File: config.mk
export PLATFORM = sky130hd
export DESIGN_NAME = rr_arb_mux_4_1
export DESIGN_NICKNAME = d
export VERILOG_FILES = /design/src/rtl/rr_arb_mux_4_1.sv
export SDC_FILE = /design/constraint.sdc
export NUM_CORES = 1
export LEC_CHECK = 0
export ABC_AREA = 1
export CORE_AREA = 10 10 47 49
export CTS_CLUSTER_SIZE = 8
export DETAILED_ROUTE_END_ITERATION = 6
export DIE_AREA = 0 0 57 59
export DONT_BUFFER_PORTS = 1
export MAX_ROUTING_LAYER = met4
export PLACE_DENSITY = 0.79
export SYNTH_ARGS = -nofsm -noshare
export SYNTH_HDL_FRONTEND = slang
export SYNTH_SLANG_ARGS = --single-unit
File: constraint.sdc
create_clock -name clk -period 3.93 [get_ports clk]
set_clock_uncertainty 0.1 [all_clocks]
set_input_delay 0.786 -clock clk [delete_from_list [all_inputs] [get_ports clk]]
set_output_delay 0.786 -clock clk [all_outputs]
set_load 0.01 [all_outputs]
File: src/rtl/rr_arb_mux_4_1.sv
// rr_arb_mux_4_1: four-source round-robin stream arbiter driving a registered 4:1 data mux.
// Define ARB_LOCK_EN to hold the grant on one source until it sends a beat with in_last set.
module rr_arb_mux_4_1 #(
    parameter int W = 4
) (
    input  logic         clk,
    input  logic         rst_n,
    input  logic [3:0]   in_valid,
    input  logic [3:0]   in_last,
    input  logic [W-1:0] in_data0,
    input  logic [W-1:0] in_data1,
    input  logic [W-1:0] in_data2,
    input  logic [W-1:0] in_data3,
    output logic [3:0]   in_ready,
    output logic         out_valid,
    input  logic         out_ready,
    output logic [W-1:0] out_data,
    output logic [1:0]   out_sel,
    output logic         out_last
);
    // Handshake: a word moves when valid && ready are both high at a rising edge.
    // Sources hold valid and data until accepted; out_* are held while out_valid && !out_ready.

    logic [1:0]   r_ptr;
    logic         r_out_valid;
    logic [W-1:0] r_out_data;
    logic [1:0]   r_out_sel;
    logic         r_out_last;

    logic [7:0]   w_dbl;
    logic [3:0]   w_rot;
    logic [1:0]   w_off;
    logic [1:0]   w_rr_gnt;
    logic [1:0]   w_gnt;
    logic         w_req;
    logic         w_accept;
    logic         w_xfer;
    logic [3:0]   w_ready;
    logic [W-1:0] w_gnt_data;

`ifdef ARB_LOCK_EN
    logic         r_lock;
    logic [1:0]   r_lock_idx;
`endif

    // Rotate requests so bit 0 is the highest-priority source, then priority-encode.
    assign w_dbl = {in_valid, in_valid};
    assign w_rot = w_dbl[r_ptr +: 4];

    always_comb begin
        w_off = 2'd3;
        if (w_rot[0])      w_off = 2'd0;
        else if (w_rot[1]) w_off = 2'd1;
        else if (w_rot[2]) w_off = 2'd2;
    end

    assign w_rr_gnt = r_ptr + w_off;

`ifdef ARB_LOCK_EN
    assign w_gnt = r_lock ? r_lock_idx : w_rr_gnt;
    assign w_req = r_lock ? in_valid[r_lock_idx] : (|in_valid);
`else
    assign w_gnt = w_rr_gnt;
    assign w_req = |in_valid;
`endif

    assign w_accept = !r_out_valid || out_ready;
    assign w_ready  = (rst_n && w_accept && w_req) ? (4'b0001 << w_gnt) : 4'b0000;
    assign w_xfer   = |w_ready;

    always_comb begin
        w_gnt_data = in_data0;
        case (w_gnt)
            2'd0: w_gnt_data = in_data0;
            2'd1: w_gnt_data = in_data1;
            2'd2: w_gnt_data = in_data2;
            2'd3: w_gnt_data = in_data3;
            default: w_gnt_data = in_data0;
        endcase
    end

    always_ff @(posedge clk or negedge rst_n) begin
        if (!rst_n) begin
            r_out_valid <= 1'b0;
            r_out_data  <= '0;
            r_out_sel   <= 2'd0;
            r_out_last  <= 1'b0;
        end else if (w_xfer) begin
            r_out_valid <= 1'b1;
            r_out_data  <= w_gnt_data;
            r_out_sel   <= w_gnt;
            r_out_last  <= in_last[w_gnt];
        end else if (out_ready) begin
            r_out_valid <= 1'b0;
        end
    end

    // Pointer moves past the winner only on a transfer (on the last beat when locking).
    always_ff @(posedge clk or negedge rst_n) begin
        if (!rst_n) begin
            r_ptr      <= 2'd0;
`ifdef ARB_LOCK_EN
            r_lock     <= 1'b0;
            r_lock_idx <= 2'd0;
`endif
        end else if (w_xfer) begin
`ifdef ARB_LOCK_EN
            if (in_last[w_gnt]) begin
                r_ptr  <= w_gnt + 2'd1;
                r_lock <= 1'b0;
            end else begin
                r_lock     <= 1'b1;
                r_lock_idx <= w_gnt;
            end
`else
            r_ptr <= w_gnt + 2'd1;
`endif
        end
    end

    assign in_ready  = w_ready;
    assign out_valid = r_out_valid;
    assign out_data  = r_out_data;
    assign out_sel   = r_out_sel;
    assign out_last  = r_out_last;

endmodule

==> results.ini <==
[sta]
setup_violations=0
fin_crit_sh_pct=88.2
tightest_slew_ns=0.321
max_freq_mhz=288
slew_headroom_pct=78.5
hold_viol_final=0
rsz0062_at_grt=false
hold_slack_ns=0.109
tns_ns=0
slew_violations=0
finalWorstSetupSlack_ns=0.462
period_needed_ns=3.47

[synthesis]
synth_mux_area_share_pct=2.38
synth_compound_area_share_pct=15.3
ys_ff_latch=10
syn_area_per_cell_um2=7.14
syn-instance-count=118
yosys.area_share.adder_pct=8.92
synth_top_family_by_area=simple AND/OR/NAND/NOR gates
synthXorXnorAreaFrac_pct=0
seq_area_frac_synth_pct=29.7
synthDistinctLibCells=23
synth-simple-area-share_pct=34.6
syn_nets=151
synth.cell_area_um2=842
ys_warn_count=0

[clock_tree]
numClockSinks=10
cts-hold-fix-buffers=0
post-cts-setup-buffer-count=0
clk_pin_slew_ns=0.07
cts_buffer_depth=2
htree_levels=1
cts_root_buf=clkbuf_4
cts_made_buffers=3
clk_latency_ns=0.26
cts_resized=0
cts_tree=done

[job]
drv_cap=0

[finish]
diodes=0
fillers=139
multi_input_area_um2=515
utilization_pct=63.3
ff_latch_area_um2=250
drive_gt1_share_pct=17.4
final_nets=155
area_growth_pct=5.35

[global_route]
grt_max_degree=12
grt-ovfl-total=0
grtUsageTotal_pct=11.8
grt_pass1_wl_mm=3.22
grt_pass1_vias=729
antenna_found_initial=0

[placed_design]
dpl.hpwl_mm=1.63
gp_congestion=0.851
pre_cts_ws_ns=0.572
io_buffers=0

[detailed_routing]
num_vias=749
drc=0
antenna_left=0
drt_pre_antenna_iters=4
routed_wl_mm=1.92
drt_iter0_markers=8
via_per_inst=5.47
wire_per_inst_um=14.0

[critical_path]
reg2reg_setup_slack_ns=0.96
cp_data_arrival_time_ns=2.58
cp.required_ns=3.04
crit_start=r_ptr[0]
reg2reg_depth=16
critical_path.endpoint=in_ready[2]
cp-end-kind=primary output
path_class=reg2out
startpoint_type=flip-flop
critPathMaxFanout=9
timing.rr.end=out_sel[0]
rr_startpoint=r_ptr[0]

[pwr]
power-per-cell-area_nw_per_um2=1290
irDropWorstVdd_v=0.000761
cellLeakagePower_nw=0.471

[die]
ios=39
die_area_um2=3360
row_count=14
die_w_um=57
start_util_pct=60.1
die_height_um=59
core-area_um2=1400

[hold_path]
hold_class=in2async

[status]
status=complete, no violations

## cells in the final DEF (no fill, tap or decap), drive strengths merged
cell type / instances
nand3b: 1
a21oi: 4
clkbuf: 4
ha: 6
o21ai: 10
o32ai: 1
nand3: 8
nor2: 10
inv: 16
nand2: 43
dfrtp: 10
mux2i: 2
nor3: 1
a22o: 4
o21bai: 1
## power by group
group	internal [W]	switching (W)	leakage, nW	total, W
Clock	0.0000562	0.0000350	0.0210	0.0000912
Combinational	0.000307	0.000516	0.326	0.000822
Sequential	0.000163	0.0000689	0.124	0.000232
## final cells by class
class                      instances  share of cell area [%]
sequential                        10                    28.2
tap                               16                    2.26
multi-input combinational         91                    58.1
clock buffer                       4                    4.09
inverter                          16                    7.33
## worst max-delay path, cell delays in order, from the launching register on
cell	delay (ns)
dfrtp_1	0.50
inv_2	0.11
nand2_1	0.09
nand2_2	0.07
nand2_1	0.06
o21ai_0	0.07
o32ai_1	0.24
ha_1	0.35
inv_1	0.21
ha_1	0.27
inv_1	0.06
nor2_1	0.28
## per-layer routing
| layer | vias up | global-route usage [%] | wire [um] |
|---|---|---|---|
| met5 | - | - | 0 |
| met4 | 0 | 6.04 | 34 |
| met3 | 4 | 3.43 | 150 |
| li1 | 384 | - | - |
| met1 | 333 | 14.3 | 893 |
| met2 | 28 | 17.2 | 840 |
## worst min path at each step
stage	cells after the start	slack, ns	end	start
floorplan	0	0.39	out_data[0]	rst_n
CTS	0	0.11	out_data[1]	rst_n
global route	0	0.09	out_data[1]	rst_n
global placement	0	0.39	out_last	rst_n
finish	0	0.11	out_sel[1]	rst_n
detailed placement	0	0.39	out_last	rst_n
## cells by family after synthesis
family                     count (synthesis)
AOI/OAI and AO/OA                         20
adders and majority gates                  6
buffers and inverters                     17
DFF                                       10
muxes                                      2
and+or+nand+nor                           63
## synth_stat cells (all sizes together)
master	n	area share [%]
nand2	43	23
a22o	4	4.2
nor3	1	0.59
o21bai	1	0.89
buf	1	1.3
ha	6	8.9
mux2i	2	2.4
nor2	10	5.1
o32ai	1	1.0
a21oi	4	2.4
nand3	8	5.3
nand3b	1	0.89
inv	16	7.7
o21ai	10	6.8
dfrtp	10	30
## state kept, by name (all words and copies together) (netlist names)
register and cells:
out_sel 2, out_last 1, r_ptr 2, out_data 4
out_valid 1
## through the flow
| step | total power (W) | cell area [um^2] | std cells |
|---|---|---|---|
| final | 0.00115 | 887 | 137 |
| after global routing | 0.00128 | 887 | 137 |
| after CTS | 0.00116 | 887 | 137 |
| after detailed placement | 0.00106 | 851 | 133 |
| after global placement | 0.00104 | 851 | 133 |
| after floorplan | 0.000928 | 842 | 118 |
No activity file was read; power rests on OpenSTA's default activity.
